$ cat config.mk
export PLATFORM = sky130hd
export DESIGN_NAME = exc_commit_ctrl
export DESIGN_NICKNAME = d
export VERILOG_FILES = /design/src/rtl/exc_commit_ctrl.sv
export SDC_FILE = /design/constraint.sdc
export NUM_CORES = 1
export LEC_CHECK = 0
export BUFFER_PORTS_ARGS = -buffer_cell sky130_fd_sc_hd__buf_2
export CORE_MARGIN = 5
export CORE_UTILIZATION = 45
export CTS_CLUSTER_DIAMETER = 80
export CTS_CLUSTER_SIZE = 20
export DETAILED_ROUTE_END_ITERATION = 16
export GPL_ROUTABILITY_DRIVEN = 0
export PLACE_DENSITY_LB_ADDON = 0.3
export SYNTH_ARGS = -nofsm -noshare
export SYNTH_HDL_FRONTEND = slang
export SYNTH_SLANG_ARGS = --single-unit
$ cat constraint.sdc
create_clock -name clk -period 5.8 [get_ports clk]
set_input_delay 1.16 -clock clk [delete_from_list [all_inputs] [get_ports clk]]
set_output_delay 1.16 -clock clk [all_outputs]
set_load 0.05 [all_outputs]
$ cat src/rtl/exc_commit_ctrl.sv
// Precise exception / interrupt / ERET commit sequencer between WB, CP0 and fetch.
// Optional build macro EXC_CNT_EN enables the saturating accepted-exception counter on exc_count.
module exc_commit_ctrl #(
    parameter logic [31:0] EXC_VECTOR   = 32'hBFC00380,
    parameter int unsigned FLUSH_CYCLES = 2
) (
    input  logic        clk,
    input  logic        reset,
    input  logic        wb_valid,
    input  logic        wb_ex,
    input  logic [4:0]  wb_excode,
    input  logic [31:0] wb_pc,
    input  logic        wb_bd,
    input  logic [31:0] wb_badvaddr,
    input  logic        wb_eret,
    input  logic [31:0] cp0_status,
    input  logic [7:0]  cp0_cause_ip,
    input  logic [31:0] cp0_epc,
    output logic        cp0_ex_we,
    output logic        cp0_eret_we,
    output logic [4:0]  cp0_excode,
    output logic        cp0_bd,
    output logic [31:0] cp0_epc_wdata,
    output logic        cp0_badv_we,
    output logic [31:0] cp0_badvaddr,
    output logic        pipeline_flush,
    output logic        redirect_valid,
    output logic [31:0] redirect_pc,
    input  logic        redirect_ready,
    output logic        busy,
    output logic [31:0] exc_count
);

    typedef enum logic [1:0] {IDLE, FLUSH, REDIRECT} state_t;

    localparam logic [3:0] FLUSH_LOAD = 4'(FLUSH_CYCLES - 1);

    state_t      state, state_nxt;
    logic [3:0]  flush_cnt;
    logic        int_pending;
    logic        accept_exc;
    logic        accept_eret;
    logic        badv_sel;
    logic [4:0]  excode_sel;
    logic        unused_status;

    assign unused_status = &{1'b0, cp0_status[31:16], cp0_status[7:2]};

    // Interrupts only ride on a committing WB instruction, and outrank its own exception.
    assign int_pending = cp0_status[0] & ~cp0_status[1] & (|(cp0_cause_ip & cp0_status[15:8]));
    assign accept_exc  = (state == IDLE) & wb_valid & (int_pending | wb_ex);
    assign accept_eret = (state == IDLE) & wb_valid & ~int_pending & ~wb_ex & wb_eret;
    assign excode_sel  = int_pending ? 5'h00 : wb_excode;
    assign badv_sel    = ~int_pending & ((wb_excode == 5'd4) | (wb_excode == 5'd5));

    // ---- state register ----
    always_ff @(posedge clk or posedge reset) begin
        if (reset) begin
            state <= IDLE;
        end else begin
            state <= state_nxt;
        end
    end

    always_ff @(posedge clk or posedge reset) begin
        if (reset) begin
            flush_cnt <= 4'd0;
        end else if (accept_exc | accept_eret) begin
            flush_cnt <= FLUSH_LOAD;
        end else if ((state == FLUSH) && (flush_cnt != 4'd0)) begin
            flush_cnt <= flush_cnt - 4'd1;
        end
    end

    // ---- next-state logic ----
    always_comb begin
        state_nxt = state;
        case (state)
            IDLE:     if (accept_exc | accept_eret) state_nxt = FLUSH;
            FLUSH:    if (flush_cnt == 4'd0)        state_nxt = REDIRECT;
            REDIRECT: if (redirect_ready)           state_nxt = IDLE;
            default:                                state_nxt = IDLE;
        endcase
    end

    // ---- state-decoded outputs ----
    always_comb begin
        pipeline_flush = (state == FLUSH);
        redirect_valid = (state == REDIRECT);
        busy           = (state != IDLE);
    end

    // ---- CP0 commit registers, visible the cycle after accept ----
    always_ff @(posedge clk or posedge reset) begin
        if (reset) begin
            cp0_ex_we     <= 1'b0;
            cp0_eret_we   <= 1'b0;
            cp0_badv_we   <= 1'b0;
            cp0_excode    <= 5'd0;
            cp0_bd        <= 1'b0;
            cp0_epc_wdata <= 32'd0;
            cp0_badvaddr  <= 32'd0;
            redirect_pc   <= 32'd0;
        end else begin
            cp0_ex_we   <= accept_exc;
            cp0_eret_we <= accept_eret;
            cp0_badv_we <= accept_exc & badv_sel;
            if (accept_exc) begin
                cp0_excode    <= excode_sel;
                cp0_bd        <= wb_bd;
                cp0_epc_wdata <= wb_bd ? (wb_pc - 32'd4) : wb_pc;
                redirect_pc   <= EXC_VECTOR;
                if (badv_sel) begin
                    cp0_badvaddr <= wb_badvaddr;
                end
            end else if (accept_eret) begin
                redirect_pc <= cp0_epc;
            end
        end
    end

`ifdef EXC_CNT_EN
    function automatic logic [31:0] sat_inc(input logic [31:0] v);
        return (v == 32'hFFFF_FFFF) ? v : (v + 32'd1);
    endfunction

    logic [31:0] exc_count_q;

    always_ff @(posedge clk or posedge reset) begin
        if (reset) begin
            exc_count_q <= 32'd0;
        end else if (accept_exc) begin
            exc_count_q <= sat_inc(exc_count_q);
        end
    end

    assign exc_count = exc_count_q;
`else
    assign exc_count = 32'h0;
`endif

endmodule

# Word-level counts from Yosys, hierarchy flattened
# Cells that the tools add are included.
word_totals:
  ff_bits: 111
  output_inout_bits: 140
  in_bits: 148
  word_cells: 55
classes:
  n_bitwise: 16
  muxes: 10
  n_eq_ne: 7
  reduce_logical: 10
  add_sub_neg: 2
ops:
  columns: ["op", "count"]
  rows:
  - ["2-to-1 mux 32 bit", 3]
  - ["subtractor 32 x 3 -> 32 bit, second input constant", 1]
  - ["== test 5 x 3 -> 1 bit, second input constant", 2]
  - ["AND 1 bit", 9]
  - ["AND 8 bit", 1]
  - ["2-to-1 mux 4 bit", 2]
  - ["OR reduction 8 bit", 1]
  - ["2-to-1 mux 2 bit", 3]
  - ["!= test 2 x 1 -> 1 bit, second input constant", 3]
  - ["case mux 2 bit (3 select lines)", 1]
  - ["nonzero test 2 bit", 3]
  - ["2-to-1 mux 5 bit", 1]
  - ["logical NOT 4 bit", 1]
  - ["nonzero test 4 bit", 1]
  - ["subtractor 4 x 1 -> 4 bit, second input constant", 1]
  - ["NOT 1 bit", 3]
  - ["bitwise OR 1 bit", 3]
  - ["AND reduction 3 bit", 1]
  - ["== test 2 x 1 -> 1 bit, second input constant", 1]
  - ["== test 2 bit, second input constant", 1]
  - ["logical NOT 2 bit", 1]
  - ["AND reduction 2 bit", 1]
  - ["logical AND 1 bit", 1]

# Logic depth before layout (Yosys ltp)
depth:
  depth_word: 10
  depth_mapped: 8
  mapped_depth_nobuf: 7

# Least setup slack after synthesis
# OpenSTA, ideal clock, no wires.
synth_path:
  kind: "input to register"
  startpoint: "input port wb_pc[12]"
  endpoint: "register cp0_epc_wdata[23]"
  n_path_buf: 2
  t_arrival_ns: 2.881
  setup_slack_ns: 2.789
  t_required_ns: 5.671
  cell_stages: 7
  setup_ns: 0.129
  path_cell_list: "or4_1 > buf_2 > or4_4 > buf_6 > nor4b_4 > xnor2_1 > o21ai_2"
synth_via:
  elab_chain_len: 2
synth_rtl:
  columns: ["element", "line", "source"]
  rows:
  - ["start: declaration", "12", "input logic [31:0] wb_pc,"]
  - ["subtractor 32 x 3 -> 32 bit", "111", "cp0_epc_wdata <= wb_bd ? (wb_pc - 32'd4) : wb_pc;"]
  - ["2-to-1 mux 32 bit", "111", null]
  - ["end signal: assignment", "111", null]
  - ["end: declaration", "23", "output logic [31:0] cp0_epc_wdata,"]
# No other way between the ends.
# A chain may end at the register's enable or synchronous reset.

# Final worst setup path
layout_path:
  startpoint: "input port wb_valid"
  endpoint: "register redirect_pc[18]"
layout_via:
  elab_chain_len: 5
layout_rtl:
  columns: ["element", "line", "source"]
  rows:
  - ["start: declaration", "9", "input logic wb_valid,"]
  - ["AND 1 bit (*)", "51, 52", null]
  - ["AND 1 bit (3 in a row)", "52", "assign accept_eret = (state == IDLE) & wb_valid & ~int_pending & ~wb_ex & wb_eret;"]
  - ["nonzero test 2 bit (no line)", null, null]
  - ["end signal: assignment", "117", "redirect_pc <= cp0_epc;"]
  - ["end: declaration", "28", "output logic [31:0] redirect_pc,"]
# Every way passes the cells marked *; elsewhere a longest branch is shown, timed or not.

==> results_dict.tcl <==
set metrics [dict create \
    worstPathCellList "buf_2 > nor3b_1 > nand3_1 > inv_1 > a22o_1" \
    dr.pass1.iters 4 \
    tns_ns 0 \
    cts_tree "built" \
    diodes 0 \
    synth_area_per_cell_sq_um 11.60 \
    cp_num_buf_inv 2 \
    rsz0062_at_grt "no" \
    post_cts_buffers 0 \
    cts-root-buf "clkbuf_8" \
    wl_met2_um 6328 \
    core_area_sq_um 10840 \
    p_leak_nw 3.339 \
    worstSetupStartpointType "input pin" \
    grt_pass1_vias 3970 \
    row_count 38 \
    reg2reg_slack_ns 3.22 \
    worst-r2r-cell-count 4 \
    synthesis.area_sq_um 4999 \
    yosysTopAreaCell "dfrtp_1" \
    die-area_sq_um 13320 \
    fp.dieW_um 115.4 \
    irDropWorstVdd_v 0.0002741 \
    yosys-top-cells-area "dfrtp_1, mux2_2, buf_4" \
    crit_path_max_incr_delay_ns 0.67 \
    status "completed" \
    io_buffer_count 233 \
    highest_layer "met4" \
    dpl-instance-area_sq_um 6183 \
    drcViolationCount 0 \
    hold_viol_final 0 \
    wl_met1_um 4888 \
    fin_ws_ns 2.803 \
    area_growth_pct 27.63 \
    vias 3914 \
    first_iter_violations 201 \
    pwr_density_cell_nw_per_um2 532.0 \
    path_delay_family "simple AND/OR/NAND/NOR gates" \
    critPathMaxFanout 21 \
    critPathKind "input pin to flop" \
    dr_wl_met3_um 1297 \
    end_kind "flop" \
    antenna_found_initial 0 \
    dpl.hpwl_um 10020 \
    cts_buffer_depth 2 \
    synth_seq_cells 111 \
    post-route-period-util_pct 51.67 \
    syn-instance-count 431 \
    critPathLaunch "wb_valid" \
    finalSetupViolations 0 \
    dp_slack_ns 2.400 \
    finalInstanceArea_sq_um 6380 \
    worstMarginPinSlew_ns 0.8674 \
    die_y_um 115.4 \
    ctsHoldBuffers 0 \
    io_pins 288 \
    grt_usage_pct 18.69 \
    clk_latency_ns 0.37 \
    critPathSlowestCell "inv_1" \
    finalMaxSlewViolations 0 \
    worstHoldEndpoint "cp0_epc_wdata[19]" \
    r2r_end "redirect_pc[18]" \
    synth.top_cell.area_share_pct 55.57 \
    grt_pass1_wl_um 19670 \
    grt_start_max_net_pins 63 \
    drive_above_1_share_pct 45.78 \
    worstHoldPathCells 2 \
    yosys_warnings 0 \
    hold_class "flop to flop" \
    wl_per_cell_um 15.71 \
    rr_startpoint "state[0]" \
    clock-skew-final_ns 0.01719 \
    fillers 922 \
    crit_required_ns 6.10 \
    max_freq_ghz 0.3337 \
    htreeDepth 3 \
    cts_sinks 111 \
    gr-total-overflow 0 \
    ys_seq_area_share_pct 55.57 \
    postLayoutCoreUtil_pct 58.85 \
    post-route-min-period_ns 2.997 \
    start_util_pct 46.11 \
    yosysUniqueCellTypes 41 \
    routed_wl_um 12630 \
    cap_violations 0 \
    critical_path_arrival_ns 3.30 \
    ant_nets 0 \
    clk_pin_slew_ns 0.10 \
    cts.repair.resized 0 \
    hold_path_startpoint "cp0_epc_wdata[19]" \
    num-nets-final 810 \
    relSlewSlack_pct 41.36 \
    whs_ns 0.4859 \
    cts_buffers 9 \
    routed_via_density 4.868 \
]
## synth_stat cells
cell type,n
a211oi_1,1
a21oi_1,2
a22o_1,24
a22oi_1,4
a41oi_1,1
and2b_2,1
buf_1,4
buf_2,1
buf_4,32
buf_6,1
clkbuf_1,14
conb_1,1
dfrtp_1,111
ha_1,3
inv_1,9
mux2_2,38
nand2_1,40
nand2b_1,5
nand3_1,4
nand4_1,6
nor2_1,17
nor2b_1,3
nor3_1,9
nor3_2,1
nor3b_1,2
nor4_1,6
nor4_2,1
nor4b_1,1
nor4b_4,1
nor4bb_1,1
o21a_1,1
o21ai_0,25
o21ai_1,4
o21ai_2,2
o22a_1,12
or2_2,4
or3_1,2
or4_1,4
or4_4,1
xnor2_1,17
xor2_1,15
## worst min-delay path, stage by stage (launching register included)
cell	delay, ns
dfrtp_1	0.36
nand2_1	0.04
o21ai_0	0.06
## per-layer routing
| metal | vias up | GRT usage [%] |
|---|---|---|
| met4 | 0 | 5.086 |
| met3 | 12 | 5.842 |
| met2 | 158 | 31.52 |
| met1 | 1843 | 23.30 |
| met5 | - | 0 |
| li1 | 1901 | - |
## cells by family (layout without fill, tap and decap cells)
logic type / count (synthesis) / in the layout / share of synthesized area, %
flip-flops: 111 / 111 / 55.57
AND/OR/NAND/NOR: 109 / 109 / 11.44
AO/OA/AOI/OAI: 76 / 76 / 10.84
buffers and inverters: 61 / 263 / 7.159
multiplexers: 38 / 38 / 8.561
XOR/XNOR: 32 / 32 / 5.607
adder cells (fa/ha/maj): 3 / 3 / 0.7510
other: 1 / 32 / 0.07502
## cell usage in the layout, fill, tap and decap left out, types with 6 or more instances in the layout
master	n
buf_2	233
nand4_1	6
xnor2_1	17
o21ai_0	23
nor4_1	6
a22o_1	24
inv_1	8
xor2_1	15
nand2_1	40
conb_1	32
nor2_1	17
dfrtp_1	111
o22a_1	12
nor3_1	9
clkbuf_8	9
mux2_2	38
## registers in the layout (all words and copies together) (netlist names)
| name | flops |
|---|---|
| cp0_badvaddr | 32 |
| cp0_epc_wdata | 32 |
| redirect_pc | 32 |
| cp0_excode | 5 |
| flush_cnt | 4 |
| state | 2 |
| cp0_badv_we | 1 |
| cp0_bd | 1 |
| cp0_eret_we | 1 |
| cp0_ex_we | 1 |
## through the flow
step	instances	power, mW
CTS	804	3.431
detailed placement	788	2.967
floorplan	462	2.529
global route	804	3.584
finish	804	3.394
global placement	788	2.929
## how the worst max path moves through the flow
| stage | cells after the start | slack, ns | to |
|---|---|---|---|
| 3_3_place_gp | 5 | 2.51 | redirect_pc[17] |
| 2_1_floorplan | 1 | 1.71 | cp0_badv_we |
| 4_1_cts | 5 | 2.80 | redirect_pc[17] |
| 5_1_grt | 5 | 2.56 | redirect_pc[18] |
| 6_report | 5 | 2.80 | redirect_pc[18] |
| 3_5_place_dp | 5 | 2.40 | redirect_pc[17] |
## report_power, final
group / total (mW) / switching (mW) / internal [mW]
Combinational: 1.75 / 1.34 / 0.416
Clock: 0.464 / 0.262 / 0.202
Sequential: 1.18 / 0.136 / 1.04
Total: 3.39 / 1.74 / 1.66
## area by class of cell
class                      instances  area [sq um]  area share (%)
clock buffer                      10         127.6           2.000
clock inverter                     6         68.82           1.079
inverter                           9         36.28          0.5687
multi-input combinational        290          1991           31.20
sequential                       111          2778           43.54
tap                              140         175.2           2.746
timing repair buffer             238          1204           18.87
(Power assumes the default switching activity.)
